<file path="config.mk">
export PLATFORM = sky130hd
export DESIGN_NAME = pipeline_reg_exe_mem_hs
export DESIGN_NICKNAME = d
export VERILOG_FILES = /design/src/rtl/pipe_pkg.sv /design/src/rtl/pipe_skid_buf.sv /design/src/rtl/pipeline_reg_exe_mem_hs.sv
export SDC_FILE = /design/constraint.sdc
export NUM_CORES = 1
export LEC_CHECK = 0
export ABC_AREA = 1
export BUFFER_PORTS_ARGS = -buffer_cell sky130_fd_sc_hd__clkbuf_2
export CELL_PAD_IN_SITES_DETAIL_PLACEMENT = 1
export CELL_PAD_IN_SITES_GLOBAL_PLACEMENT = 1
export CORE_MARGIN = 10
export CORE_UTILIZATION = 40
export DETAILED_ROUTE_END_ITERATION = 8
export PLACE_DENSITY_LB_ADDON = 0.1
export SLEW_MARGIN = 20
export SYNTH_ARGS = -nofsm -noshare
export SYNTH_HDL_FRONTEND = slang
export SYNTH_SLANG_ARGS = --single-unit
</file>
<file path="constraint.sdc">
create_clock -name clk -period 3.1 [get_ports clk]
set_clock_uncertainty 0.15 [all_clocks]
set_input_delay 0.31 -clock clk [delete_from_list [all_inputs] [get_ports clk]]
set_output_delay 0.31 -clock clk [all_outputs]
set_load 0.01 [all_outputs]
</file>
<file path="src/rtl/pipe_pkg.sv">
// Shared types for the EX/MEM handshake pipeline register: occupancy states
// and the packed control bundle carried alongside the datapath payload.
package pipe_pkg;

    typedef enum logic [1:0] {
        ST_EMPTY = 2'd0,
        ST_FULL  = 2'd1,
        ST_SKID  = 2'd2
    } state_t;

    localparam int CTRL_W = 3;

    typedef struct packed {
        logic RegWrite;
        logic MemtoReg;
        logic MemWrite;
    } ctrl_t;

endpackage

</file>
<file path="src/rtl/pipe_skid_buf.sv">
// Generic valid/ready register stage: 2-entry skid buffer with registered
// in_ready (SKID=1) or a single entry with combinational in_ready (SKID=0).
module pipe_skid_buf
    import pipe_pkg::*;
#(
    parameter int PAYLOAD_W = 8,
    parameter bit SKID      = 1'b1
) (
    input  logic                 clk,
    input  logic                 reset,
    input  logic                 flush_i,
    input  logic                 in_valid_i,
    output logic                 in_ready_o,
    input  logic [PAYLOAD_W-1:0] in_data_i,
    output logic                 out_valid_o,
    input  logic                 out_ready_i,
    output logic [PAYLOAD_W-1:0] out_data_o
);

    generate
        if (SKID) begin : g_skid
            state_t                 state_q;
            logic [PAYLOAD_W-1:0]   main_q;
            logic [PAYLOAD_W-1:0]   skid_q;
            logic                   in_ready_q;
            logic                   accept;
            logic                   fire;

            assign accept      = in_valid_i & in_ready_q;
            assign fire        = (state_q != ST_EMPTY) & out_ready_i;
            assign in_ready_o  = in_ready_q;
            assign out_valid_o = (state_q != ST_EMPTY);
            assign out_data_o  = main_q;

            // in_ready is updated alongside the state so it is 0 exactly in ST_SKID.
            always_ff @(posedge clk or negedge reset) begin
                if (!reset) begin
                    state_q    <= ST_EMPTY;
                    main_q     <= '0;
                    skid_q     <= '0;
                    in_ready_q <= 1'b1;
                end else if (flush_i) begin
                    state_q    <= ST_EMPTY;
                    in_ready_q <= 1'b1;
                end else begin
                    case (state_q)
                        ST_EMPTY: begin
                            if (accept) begin
                                state_q <= ST_FULL;
                                main_q  <= in_data_i;
                            end
                        end
                        ST_FULL: begin
                            if (accept && fire) begin
                                main_q <= in_data_i;
                            end else if (accept) begin
                                state_q    <= ST_SKID;
                                skid_q     <= in_data_i;
                                in_ready_q <= 1'b0;
                            end else if (fire) begin
                                state_q <= ST_EMPTY;
                            end
                        end
                        ST_SKID: begin
                            if (fire) begin
                                state_q    <= ST_FULL;
                                main_q     <= skid_q;
                                in_ready_q <= 1'b1;
                            end
                        end
                        default: begin
                            state_q    <= ST_EMPTY;
                            in_ready_q <= 1'b1;
                        end
                    endcase
                end
            end
        end else begin : g_single
            logic                 valid_q;
            logic [PAYLOAD_W-1:0] main_q;
            logic                 ready;

            assign ready       = !valid_q | out_ready_i;
            assign in_ready_o  = ready;
            assign out_valid_o = valid_q;
            assign out_data_o  = main_q;

            // A new load takes priority over emptying, giving full throughput.
            always_ff @(posedge clk or negedge reset) begin
                if (!reset) begin
                    valid_q <= 1'b0;
                    main_q  <= '0;
                end else if (flush_i) begin
                    valid_q <= 1'b0;
                end else if (in_valid_i && ready) begin
                    valid_q <= 1'b1;
                    main_q  <= in_data_i;
                end else if (valid_q && out_ready_i) begin
                    valid_q <= 1'b0;
                end
            end
        end
    endgenerate

endmodule

</file>
<file path="src/rtl/pipeline_reg_exe_mem_hs.sv">
// EX->MEM pipeline register with valid/ready backpressure, flush, and
// saturating stall/bubble performance counters.
module pipeline_reg_exe_mem_hs
    import pipe_pkg::*;
#(
    parameter int DATA_W     = 32,
    parameter int REG_ADDR_W = 5,
    parameter bit SKID       = 1'b1,
    parameter int CNT_W      = 16
) (
    input  logic                  clk,
    input  logic                  reset,
    input  logic                  flush,
    input  logic                  cnt_clr,
    input  logic                  in_valid,
    output logic                  in_ready,
    input  logic [DATA_W-1:0]     ALUOutE,
    input  logic [DATA_W-1:0]     WriteDataE,
    input  logic [REG_ADDR_W-1:0] WriteRegE,
    input  logic                  RegWriteE,
    input  logic                  MemtoRegE,
    input  logic                  MemWriteE,
    output logic                  out_valid,
    input  logic                  out_ready,
    output logic [DATA_W-1:0]     ALUOutM,
    output logic [DATA_W-1:0]     WriteDataM,
    output logic [REG_ADDR_W-1:0] WriteRegM,
    output logic                  RegWriteM,
    output logic                  MemtoRegM,
    output logic                  MemWriteM,
    output logic [CNT_W-1:0]      stall_cnt,
    output logic [CNT_W-1:0]      bubble_cnt
);

    localparam int PAYLOAD_W = 2 * DATA_W + REG_ADDR_W + CTRL_W;

    ctrl_t                ctrlE;
    ctrl_t                ctrlM;
    logic [PAYLOAD_W-1:0] payloadE;
    logic [PAYLOAD_W-1:0] payloadM;
    logic [CNT_W-1:0]     stall_q, stall_d;
    logic [CNT_W-1:0]     bubble_q, bubble_d;

    assign ctrlE    = ctrl_t'{RegWriteE, MemtoRegE, MemWriteE};
    assign payloadE = {ALUOutE, WriteDataE, WriteRegE, ctrlE};

    pipe_skid_buf #(
        .PAYLOAD_W (PAYLOAD_W),
        .SKID      (SKID)
    ) u_buf (
        .clk         (clk),
        .reset       (reset),
        .flush_i     (flush),
        .in_valid_i  (in_valid),
        .in_ready_o  (in_ready),
        .in_data_i   (payloadE),
        .out_valid_o (out_valid),
        .out_ready_i (out_ready),
        .out_data_o  (payloadM)
    );

    assign {ALUOutM, WriteDataM, WriteRegM, ctrlM} = payloadM;

    // Stale control bits left behind by a flush or drain must never reach MEM.
    assign RegWriteM = out_valid & ctrlM.RegWrite;
    assign MemtoRegM = out_valid & ctrlM.MemtoReg;
    assign MemWriteM = out_valid & ctrlM.MemWrite;

    always_comb begin
        stall_d  = stall_q;
        bubble_d = bubble_q;
        if (cnt_clr) begin
            stall_d  = '0;
            bubble_d = '0;
        end else begin
            if (out_valid && !out_ready && stall_q != '1) begin
                stall_d = stall_q + CNT_W'(1);
            end
            if (!out_valid && bubble_q != '1) begin
                bubble_d = bubble_q + CNT_W'(1);
            end
        end
    end

    always_ff @(posedge clk or negedge reset) begin
        if (!reset) begin
            stall_q  <= '0;
            bubble_q <= '0;
        end else begin
            stall_q  <= stall_d;
            bubble_q <= bubble_d;
        end
    end

    assign stall_cnt  = stall_q;
    assign bubble_cnt = bubble_q;

endmodule
</file>
# == Yosys cells after proc, flatten, opt, wreduce, memory -nomap -nowiden ==
# Cells that the tools add are included.
# op_classes
n_addsub,2
n_eq_ne,13
mux,20
bitwise_logic,7
reduce_logical,15
# op_table
cell,n
72-bit two-way mux,3
72-bit case mux with 3 select lines,1
16-bit two-way mux,4
16-bit by 1-bit adder with 16-bit output (second input constant),2
16-bit inequality test (second input constant),2
2-bit two-way mux,6
4-bit AND reduction,3
3-bit by 2-bit inequality test with 1-bit output (second input constant),3
2-bit by 1-bit inequality test with 1-bit output (second input constant),3
2-bit case mux with 3 select lines,1
2-bit nonzero test,3
1-bit bitwise AND,5
5-bit AND reduction,1
1-bit logical AND,4
1-bit two-way mux,4
4-bit by 2-bit inequality test with 1-bit output (second input constant),1
3-bit inequality test (second input constant),1
1-bit case mux with 3 select lines,1
3-bit nonzero test,1
2-bit by 1-bit == test with 1-bit output (second input constant),1
2-bit == test (second input constant),1
1-bit logical NOT,2
2-bit logical NOT,1
2-bit inequality test (second input constant),1
1-bit inverter,2
# word_totals
register_bits,179
inputBits,78
output_inout_bits,106
word_cells,63

# == Depth between registers and ports, before layout ==
# Gate-level depths: netlist (run 1).
# depth
ltp_word,7
mapped_depth,10
depth_no_buf,9

# == By module ==
# From an unflattened synthesis (run 1), not the netlist that was laid out.
# hier_totals
hier_cells,1122
hier_area_um2,8603.3
# modules_own_cells
mod,instances,cells_per_inst,area_per_inst_um2,seq_area_each_um2
pipe_skid_buf,1,802,6456.2,3679.8
pipeline_reg_exe_mem_hs,1,320,2147.1,800.8

# == Worst setup path before layout (run 1) ==
# OpenSTA, ideal clock, no wires.
# synth_timing
path_type,register -> register
from,"register bubble_q[0], in the netlist bubble_cnt[0]"
to,"register bubble_q[11], in the netlist bubble_cnt[11]"
setup_time_ps,66
arrival_ps,1562
required_ps,2884
slack_ps,1323
path_stages_with_launch,10
path_buffers,1
synth_period_minus_slack_ps,1777
cell_sequence,dfrtp_1 ha_1 nand2_1 nor2_2 nand2_1 nor2_1 nor2_2 buf_2 nand4_1 nand2_1
# synth_between
elab_chain_len,3
elab_cells_between_ends,6
cone_classes,add/sub (1); eq/ne (1); mux (2); reduce/logical (2)
# synth_rtl
element,line,text
start: declaration,pipeline_reg_exe_mem_hs.sv:42,"logic [CNT_W-1:0] bubble_q, bubble_d;"
start signal: assignment,pipeline_reg_exe_mem_hs.sv:91,bubble_q <= bubble_d;
16-bit by 1-bit adder with 16-bit output or 16-bit inequality test (tied branches),"pipeline_reg_exe_mem_hs.sv:80, pipeline_reg_exe_mem_hs.sv:79",
16-bit two-way mux or 1-bit logical AND (tied branches),pipeline_reg_exe_mem_hs.sv:79,if (!out_valid && bubble_q != '1) begin
16-bit two-way mux or 2-bit nonzero test (tied branches),-,
# Several ways; a longest one is shown, not always the timed one. The select of a mux whose other input is x is not followed.
# A chain may end at the register's enable or synchronous reset.

# == Worst setup path after layout (run 1) ==
# layout_timing
from,"register stall_q[1], in the netlist stall_cnt[1]"
to,"register stall_q[12], in the netlist stall_cnt[12]"
# layout_between
elab_chain_len,3
elab_cells_between_ends,6
cone_classes,add/sub (1); eq/ne (1); mux (2); reduce/logical (2)
# layout_rtl
element,line,text
start: declaration,pipeline_reg_exe_mem_hs.sv:41,"logic [CNT_W-1:0] stall_q, stall_d;"
start signal: assignment,pipeline_reg_exe_mem_hs.sv:90,stall_q <= stall_d;
16-bit by 1-bit adder with 16-bit output or 16-bit inequality test (tied branches),"pipeline_reg_exe_mem_hs.sv:77, pipeline_reg_exe_mem_hs.sv:76",
16-bit two-way mux or 1-bit logical AND (tied branches),pipeline_reg_exe_mem_hs.sv:76,if (out_valid && !out_ready && stall_q != '1) begin
16-bit two-way mux or 2-bit nonzero test (tied branches),-,
# Several ways; a longest one is shown, not always the timed one. The select of a mux whose other input is x is not followed.

==> results of run 1 <==
[flip-flops by register name, indices dropped and copies added, names as in the netlist]
signal,cells
bubble_cnt,16
stall_cnt,16
u_buf.g_skid.skid_q,72
u_buf.g_skid.state_q,2
u_buf.in_ready_o,1
u_buf.out_data_o,72
[routing by layer]
layer / wire, um / part of all wire / up-vias / global-route usage
met3: 1200 / 0.051 / 26 / 0.0435
met2: 11200 / 0.47 / 133 / 0.272
li1: - / - / 3717 / -
met1: 10800 / 0.46 / 3553 / 0.219
met5: 12 / 0.00051 / - / 0
met4: 352 / 0.015 / 2 / 0.0492
[final timing paths]
check                                             start                       to  slack, ps  cells past startpoint
worst min-delay path                     WriteDataE[14]  u_buf.g_skid.skid_q[22]          8                      3
min in group asynchronous                         reset     u_buf.out_data_o[55]        350                      2
worst min register to register  u_buf.g_skid.skid_q[52]  u_buf.g_skid.skid_q[52]        330                      2
worst max register to register             stall_cnt[1]            stall_cnt[12]        990                     10
worst max-delay path                       stall_cnt[1]            stall_cnt[12]        990                     10
max in group asynchronous                         reset     u_buf.out_data_o[15]       1640                      3
[cells in the mapped netlist]
| library cell | count | area, sq um |
|---|---|---|
| buf_2 | 25 | 125 |
| nand2_2 | 1 | 6.26 |
| nand3_1 | 37 | 185 |
| nor2_4 | 3 | 33.8 |
| buf_6 | 2 | 22.5 |
| dfrtp_1 | 178 | 4450 |
| nor3_1 | 3 | 15.0 |
| nand3b_1 | 3 | 22.5 |
| o21ai_0 | 154 | 771 |
| a21oi_1 | 73 | 365 |
| o21ai_1 | 1 | 5.00 |
| inv_1 | 118 | 443 |
| buf_4 | 76 | 571 |
| nand2_1 | 273 | 1020 |
| nor2_1 | 110 | 413 |
| dfstp_2 | 1 | 26.3 |
| clkbuf_1 | 19 | 71.3 |
| nand4_1 | 18 | 113 |
| nor2_2 | 6 | 37.5 |
| inv_2 | 2 | 7.51 |
| ha_1 | 2 | 25.0 |
| xor2_1 | 9 | 78.8 |
[cell usage in the layout, fill, tap and decap left out, drive strengths merged]
master	instances
nand2	274
ha	2
nor2	119
dlygate4sd3	41
dfrtp	178
xor2	9
inv	124
clkinv	3
clkinvlp	3
a21oi	73
buf	10
o21ai	155
nor3	3
bufinv	3
diode	2
nand4	18
nand3b	3
dfstp	1
nand3	37
clkbuf	202
[cell families after synthesis]
family,synth area share
DFF,0.508
and+or+nand+nor,0.210
AOI/OAI and AO/OA,0.129
xor gates and xnor gates,0.00894
buffers and inverters,0.141
adders and majority gates,0.00284
[power breakdown]
group          leakage, uW  internal [uW]  total (uW)  switching [uW]
logic              0.00301            591        1460             867
clock network     0.000286           1280        2250             961
registers          0.00218           2970        3290             324
total              0.00547           4850        7000            2150
[critical path, cell delays in order, from the launching register on]
cell and delay [ps]:
dfrtp_1 410, ha_1 230, nand2_1 90, nor2_2 190, nand2_1 110, nor2_1 150
nor2_2 110, buf_4 190, nor2_4 240, nand2_1 90, nand2_1 80
[what timing repair did]
action / CTS / global route
hold buffers: 41 / 0
setup endpoints to repair: 0 / 0
endpoints found under the hold margin: 130 / 0
[per-stage QoR]
stage	total power [uW]	utilization	hold slack, ps	cells
3_3_place_gp	4720	0.434	311	1465
6_report	7000	0.481	8.05	1540
2_1_floorplan	4470	-	-136	1114
4_1_cts	7120	0.481	0.749	1538
3_5_place_dp	4790	0.434	311	1465
5_1_grt	7490	0.481	6.77	1539
[cell type report]
type / count / share of cell area
clock inverter: 13 / 0.0165
antenna: 2 / 0.000478
timing repair buffer: 234 / 0.140
inverter: 120 / 0.0431
clock buffer: 19 / 0.0414
sequential: 179 / 0.428
multi-input combinational: 693 / 0.297
tap: 280 / 0.0335
==> results.py, run 1 <==
metrics = {
    "die": {
        "die_w_um": 168,
        "design.core.area_sq_mm": 0.0218,
        "ios": 184,
        "die_area_sq_mm": 0.0284,
        "die_y_um": 168,
        "start_util": 0.405,
        "rows": 54,
    },
    "layout": {
        "final_layout_size_suffix_gt1_frac": 0.189,
        "fin_area_sq_mm": 0.0105,
        "fillers": 2717,
        "nNetsFinal": 1325,
        "regArea_sq_mm": 0.00448,
        "syn_to_final_growth_pct": 18.7,
        "multi_input_area_sq_mm": 0.00311,
    },
    "power_and_ir_drop": {
        "pwr_density_cell_mw_per_mm2": 669,
        "vdd_drop_max_v": 0.000349,
        "leakagePower_uw": 0.00547,
    },
    "synthesis": {
        "syn_area_sq_mm": 0.00882,
        "ys_warn_count": 0,
        "avgSynthCellArea_sq_um": 7.91,
        "ys_ff_latch": 179,
        "synthDistinctLibCells": 22,
        "synth_fp_nets": 1194,
        "ys_seq_area_frac": 0.508,
        "synth_cells": 1114,
    },
    "timing": {
        "slew_viol_final": 0,
        "setup_viol": 0,
        "layout_setup_ws_ps": 993,
        "period_share": 0.680,
        "tightestPinTransition_ps": 807,
        "slew_headroom": 0.462,
        "tns_ps": 0,
        "rsz0062_at_grt": "no",
        "hold_viol_final": 0,
        "min_period_ps": 2110,
        "timing.fmax_mhz": 475,
    },
    "clock_network": {
        "cts_tree": "yes",
        "clock_latency_ps": 420,
        "clockBufferDepth": 2,
        "h-tree-depth": 4,
        "root_buffer": "clkbuf_16",
        "path_clk_slew_ps": 70,
        "postCtsResizedCells": 0,
        "cts_made_buffers": 17,
        "clock_sinks": 179,
        "post_cts_buffers": 0,
    },
    "critical_path": {
        "startpoint_type": "flop",
        "cp.required_ps": 3310,
        "crit_fanout": 11,
        "cp.arrival_ps": 2320,
        "cp-end-kind": "flop",
        "criticalPathCategory": "flop to flop",
    },
    "place": {
        "place_congestion": 0.784,
        "placed_area_sq_mm": 0.00944,
        "pre_cts_slack_ps": 973,
        "hpwl_um": 16100,
        "numPortBuffers": 183,
    },
    "global_route": {
        "grt.overflow.total": 0,
        "antenna_found_initial": 3,
        "grt_pass1_vias": 7785,
        "track_usage": 0.169,
        "grt_pass1_wl_um": 40000,
        "grt_max_degree": 145,
    },
    "route": {
        "first_pass_iters": 4,
        "vias": 7431,
        "routed_wl_um": 23600,
        "antenna_left": 0,
        "wire_per_inst_um": 15.3,
        "drt-initial-drc-count": 401,
        "drc": 0,
        "vias_per_cell": 4.83,
    },
    "worst_hold_path": {
        "hold_path.class": "input port to flop",
    },
    "outcome": {
        "status": "finished, final reports clean",
    },
    "flow_run": {
        "cap_violations": 0,
    },
}
Note: power is estimated with default switching activity, not from simulation.
==> inputs of run 2 (changes only) <==
--- a/config.mk
+++ b/config.mk
@@ -5,7 +5,7 @@
 export SDC_FILE = /design/constraint.sdc
 export NUM_CORES = 1
 export LEC_CHECK = 0
-export ABC_AREA = 1
+export ABC_AREA = 0
 export BUFFER_PORTS_ARGS = -buffer_cell sky130_fd_sc_hd__clkbuf_2
 export CELL_PAD_IN_SITES_DETAIL_PLACEMENT = 1
 export CELL_PAD_IN_SITES_GLOBAL_PLACEMENT = 1
==> constraint.sdc (replaced) <==
create_clock -name clk -period 2.1 [get_ports clk]
set_clock_uncertainty 0.15 [all_clocks]
set_input_delay 0.21 -clock clk [delete_from_list [all_inputs] [get_ports clk]]
set_output_delay 0.21 -clock clk [all_outputs]
set_load 0.01 [all_outputs]
==> results.py, run 2 <==
metrics = {
    "layout": {
        "diodes": 0,
        "final_core_util": 0.545,
        "fillers": 2210,
        "final_common_cell": "mux2_2",
        "final_layout_size_suffix_gt1_frac": 0.566,
        "mostFrequentLayoutCells": "mux2_2 (185), clkbuf_2 (182), dfrtp_1 (177), dlygate4sd3_1 (75), mux2_4 (47)",
        "syn_to_final_growth_pct": 34.9,
        "fin_area_sq_mm": 0.0118,
        "nNetsFinal": 1004,
    },
    "outcome": {
        "status": "complete, but fails checks",
        "violations": "setup timing",
    },
    "critical_path": {
        "cp-end-kind": "flop",
        "path_common_cell": "buf_12",
        "crit_fanout": 7,
        "crit_chain": "nand2_4 -> or3_4 -> a21oi_4 -> buf_12 -> buf_12 -> clkbuf_16 -> mux2_4",
        "slowest_stage": "dfstp_2",
        "cp.required_ps": 2250,
        "startpoint_type": "flop",
        "crit_buf_inv": 3,
        "criticalPathCategory": "flop to flop",
        "cp.arrival_ps": 2340,
        "cp_top_family": "flip-flops",
        "critPathMaxStageDelay_ps": 560,
    },
    "route": {
        "vias_per_cell": 5.13,
        "routed_wl_um": 24500,
        "vias": 6240,
        "drc": 0,
        "wire_per_inst_um": 20.2,
        "antenna_left": 0,
        "first_pass_iters": 6,
        "drt-initial-drc-count": 233,
    },
    "synthesis": {
        "ys_seq_area_frac": 0.512,
        "avgSynthCellArea_sq_um": 12.8,
        "synth-main-ff-cell": "dfrtp_1",
        "ys_ff_latch": 179,
        "synthDistinctLibCells": 43,
        "ys_warn_count": 0,
        "synth_cells": 684,
        "synth_edf_count": 0,
        "synthDominantCellAreaShare": 0.509,
        "synth_fp_nets": 764,
        "yosys-top-cells-area": "dfrtp_1 (51%), mux2_2 (30%), buf_4 (5.9%), nor2b_1 (1.2%), a21oi_1 (1.1%)",
        "async_flop_share": 1.00,
        "syn_area_sq_mm": 0.00876,
        "synth_common_cells": "mux2_2 (232), dfrtp_1 (178), buf_4 (69)",
        "synth_most_common_cell": "mux2_2",
        "post-synth-top-area-cell": "dfrtp_1",
    },
    "clock_network": {
        "clock_sinks": 179,
        "cts_made_buffers": 17,
        "root_buffer": "clkbuf_16",
        "clockBufferDepth": 2,
        "h-tree-depth": 4,
        "path_clk_slew_ps": 70,
        "cts_tree": "yes",
        "clock_latency_ps": 420,
    },
    "place": {
        "placed_area_sq_mm": 0.00987,
        "numPortBuffers": 183,
        "hpwl_um": 16100,
        "place_congestion": 0.761,
    },
    "timing": {
        "hold_viol_final": 0,
        "slew_headroom": 0.386,
        "slew_viol_final": 0,
        "tightestPinTransition_ps": 921,
        "rsz0062_at_grt": "yes",
        "period_share": 1.04,
        "min_period_ps": 2190,
        "layout_setup_ws_ps": -88.8,
        "timing.fmax_mhz": 457,
        "setup_viol": 141,
    },
    "die": {
        "die_area_sq_mm": 0.0282,
        "die_y_um": 168,
        "die_w_um": 168,
        "ios": 184,
        "design.core.area_sq_mm": 0.0217,
        "start_util": 0.404,
        "rows": 54,
    },
    "global_route": {
        "met1_usage": 0.188,
        "antenna_found_initial": 0,
        "grt_pass1_vias": 7127,
        "track_usage": 0.163,
        "grt_pass1_wl_um": 37700,
        "busiest_layer": "met2",
        "grt_max_degree": 49,
        "grtUsageMet3": 0.0447,
        "grtUsageMet2": 0.293,
        "grt.overflow.total": 0,
    },
    "power_and_ir_drop": {
        "vdd_drop_max_v": 0.000552,
        "pwr_density_cell_mw_per_mm2": 864,
        "leakagePower_uw": 0.00545,
        "p_total_uw": 10200,
    },
    "worst_hold_path": {
        "hold_path.class": "input port to flop",
    },
    "flow_run": {
        "cap_violations": 0,
    },
}
[run 2: cell types whose count changed after synthesis, sizes merged, moves of 9 or more]
cell,previous run,this run
xor2,9,0
buf,103,84
o21ai,155,4
nor2b,0,17
nand2,274,14
a21oi,73,20
inv,120,4
nand3,37,12
nor4,0,9
nor2,119,24
mux2,0,232
[run 2: report_power, final]
group | switching (uW) | leakage [uW] | internal, uW
Combinational | 945 | 0.00293 | 1380
Sequential | 467 | 0.00223 | 4270
Clock | 1490 | 0.000291 | 1650
[run 2: final cells by class]
class                           instances  area, sq um  area share
Tap cell                              280          350      0.0297
Multi-Input combinational cell        401         3880       0.328
Sequential cell                       179         4480       0.379
Clock buffer                           19          453      0.0383
Inverter                                4         15.0     0.00127
Clock inverter                         13          139      0.0118
Timing Repair Buffer                  321         2490       0.211
[run 2: what timing repair did]
item	4_1_cts	5_1_grt
gates resized for setup	13	63
setup endpoints to repair	74	151
hold buffers	75	0
pin swaps	2	5
setup buffers	6	1
endpoints found under the hold margin	168	0
gates cloned	3	7
[run 2: per-layer routing]
layer | vias to the layer above | share of wire
met5 | - | 0
met2 | 136 | 0.52
li1 | 2868 | -
met3 | 18 | 0.049
met1 | 3218 | 0.42
met4 | 0 | 0.011
[run 2: kinds of logic (layout without fill, tap and decap cells)]
logic type / Yosys count / count (layout) / synth area share
adders and majority gates: 2 / 2 / 0.00286
muxes: 234 / 234 / 0.301
AOI/OAI and AO/OA: 39 / 39 / 0.0274
xor gates and xnor gates: 1 / 1 / 0.00100
buffers and inverters: 104 / 357 / 0.0770
DFF: 179 / 179 / 0.512
and+or+nand+nor: 125 / 125 / 0.0796
[run 2: metrics by stage]
step / worst slack (ps) / hold WS, ps / instances / setup TNS [ps]
2_1_floorplan: -35.2 / -236 / 684 / -2460
3_3_place_gp: -79.1 / 37.6 / 1094 / -4670
3_5_place_dp: -126 / 44.4 / 1094 / -6880
4_1_cts: -64.6 / 21.1 / 1210 / -996
5_1_grt: -131 / 93.5 / 1217 / -12300
6_report: -88.8 / 75.7 / 1217 / -6360
[run 2: path summary, 6_finish.rpt]
kind	startpoint	endpoint	slack, ps	cells after the start
worst max-delay path	u_buf.in_ready_o	u_buf.out_data_o[10]	-90	7
worst min-delay path	in_valid	u_buf.in_ready_o	80	4
worst max register to register	u_buf.in_ready_o	u_buf.out_data_o[10]	-90	7
worst min register to register	u_buf.g_skid.skid_q[52]	u_buf.g_skid.skid_q[52]	350	1
max in group asynchronous	reset	u_buf.in_ready_o	970	3
min in group asynchronous	reset	bubble_cnt[10]	150	2
[run 2: tightest hold or removal path, stage by stage]
cell,delay [ps]
clkbuf_2,140
nand2_1,60
a21oi_1,130
o21bai_1,90
==> inputs of run 3 (changes only) <==
--- a/config.mk
+++ b/config.mk
@@ -12,6 +12,7 @@
 export CORE_MARGIN = 10
 export CORE_UTILIZATION = 40
 export DETAILED_ROUTE_END_ITERATION = 8
+export GPL_TIMING_DRIVEN = 0
 export PLACE_DENSITY_LB_ADDON = 0.1
 export SLEW_MARGIN = 20
 export SYNTH_ARGS = -nofsm -noshare
==> results.py, run 3 (synthesis gave the netlist of run 2 again) <==
metrics = {
    "outcome": {
        "status": "complete, but fails checks",
        "violations": "setup timing",
    },
    "power_and_ir_drop": {
        "p_int_uw": 7740,
        "comb_power_share": 0.255,
        "pwr_density_cell_mw_per_mm2": 875,
        "swShare": 0.270,
        "switching_power_uw": 2860,
        "clkPwrFrac": 0.300,
        "vdd_drop_max_v": 0.000524,
        "pwr-share-seq": 0.445,
        "leakagePower_uw": 0.00562,
    },
    "critical_path": {
        "cp-end-kind": "flop",
        "startpoint_type": "flop",
        "crit_fanout": 4,
        "crit_chain": "buf_12 -> or3b_1 -> or4_4 -> or4_4 -> a21oi_2",
        "slowest_stage": "dfrtp_2",
        "crit_buf_inv": 1,
        "cp.required_ps": 2300,
        "critPathMaxStageDelay_ps": 460,
        "cp_top_family": "simple AND/OR/NAND/NOR gates",
        "criticalPathCategory": "flop to flop",
        "path_common_cell": "or4_4",
        "cp.arrival_ps": 2390,
    },
    "route": {
        "wl_met1_um": 10100,
        "drc": 0,
        "dr.max_layer_used": "met4",
        "met3_length_um": 1100,
        "first_pass_iters": 4,
        "vias": 6373,
        "drt-initial-drc-count": 179,
        "antenna_left": 0,
        "wl_met2_um": 12300,
        "wire_per_inst_um": 18.7,
        "vias_per_cell": 4.99,
        "routed_wl_um": 23900,
    },
    "clock_network": {
        "cts_made_buffers": 17,
        "cts_tree": "yes",
        "h-tree-depth": 4,
        "clock_latency_ps": 420,
        "root_buffer": "clkbuf_16",
        "clockBufferDepth": 2,
        "path_clk_slew_ps": 70,
        "clock_sinks": 179,
    },
    "timing": {
        "slew_headroom": 0.561,
        "tightestPinTransition_ps": 659,
        "layout_setup_ws_ps": -93.0,
        "setup_viol": 55,
        "slew_viol_final": 0,
        "timing.fmax_mhz": 456,
        "rsz0062_at_grt": "yes",
        "min_period_ps": 2190,
        "hold_viol_final": 0,
        "period_share": 1.04,
    },
    "layout": {
        "nNetsFinal": 1065,
        "fillers": 2190,
        "diodes": 0,
        "final_common_cell": "mux2_2",
        "final_layout_size_suffix_gt1_frac": 0.600,
        "fin_area_sq_mm": 0.0121,
        "multi_input_area_sq_mm": 0.00387,
        "final_core_util": 0.559,
        "regArea_sq_mm": 0.00449,
        "mostFrequentLayoutCells": "mux2_2 (202), clkbuf_2 (187), dfrtp_1 (173), buf_4 (85), dlygate4sd3_1 (76)",
        "syn_to_final_growth_pct": 38.3,
    },
    "flow_run": {
        "cap_violations": 0,
    },
    "die": {
        "die_y_um": 168,
        "ios": 184,
        "rows": 54,
        "die_area_sq_mm": 0.0282,
        "start_util": 0.404,
        "die_w_um": 168,
        "design.core.area_sq_mm": 0.0217,
    },
    "place": {
        "placed_area_sq_mm": 0.0101,
        "place_congestion": 0.800,
        "hpwl_um": 16600,
        "numPortBuffers": 183,
    },
    "global_route": {
        "grt.overflow.total": 0,
        "antenna_found_initial": 0,
        "grt_pass1_wl_um": 38800,
        "grt_pass1_vias": 7340,
        "grt_max_degree": 80,
        "track_usage": 0.168,
    },
    "worst_hold_path": {
        "hold_path.class": "input port to flop",
    },
}
-- run 3: layout make-up --
cell class,instances,area share
repair buffers,284,0.167
inverters,4,0.00124
multi-input cells,401,0.319
clock buffers,18,0.0354
well taps,280,0.0289
flip-flops and latches,179,0.370
plain buffers,98,0.0648
clock inverters,13,0.0123
-- run 3: power groups by stage --
stage	combinational, uW	clock, uW	sequential [uW]
after floorplan	1630	0	4610
after global placement	2320	0	4690
after detailed placement	2410	0	4760
after CTS	2740	3280	4700
after global routing	2950	3450	4820
final	2710	3180	4720
-- run 3: worst min-delay path, stage by stage --
cell	delay [ps]
clkbuf_2	110
nand2_1	50
a21oi_1	130
o21bai_1	90
-- run 3: path summary, 6_finish.rpt --
check	to	depth (start not counted)	from	slack [ps]
max in group asynchronous	stall_cnt[1]	3	reset	920
setup reg to reg	bubble_cnt[14]	5	u_buf.g_skid.state_q[0]	-90
hold reg to reg	u_buf.g_skid.skid_q[38]	1	u_buf.g_skid.skid_q[38]	350
hold / removal	u_buf.in_ready_o	4	in_valid	30
min in group asynchronous	bubble_cnt[8]	2	reset	130
setup / recovery	bubble_cnt[14]	5	u_buf.g_skid.state_q[0]	-90
-- run 3: repair_timing --
item                       4_1_cts  5_1_grt
gates resized for setup         92       39
setup buffers                   17        4
hold endpoints to repair       187        0
setup endpoints to repair      178      169
hold buffers                    76        0
pin swaps                        2        3
gates cloned                     2        1
-- run 3: routing by layer --
metal | global-route usage | vias to the layer above
met5 | 0 | -
met3 | 0.0456 | 16
li1 | - | 2977
met1 | 0.198 | 3257
met4 | 0.0413 | 0
met2 | 0.294 | 123
-- run 3: metrics by stage --
step / setup TNS [ps] / total power (uW) / hold WS (ps) / worst slack [ps] / std cells
CTS: -817 / 10700 / 0.636 / -90.7 / 1274
global placement: -556330 / 7010 / 285 / -2650 / 1147
floorplan: -2460 / 6250 / -236 / -35.2 / 684
finish: -2350 / 10600 / 32.1 / -93.0 / 1277
global route: -8420 / 11200 / 43.2 / -128 / 1277
detailed placement: -96350 / 7170 / 32.3 / -932 / 1149
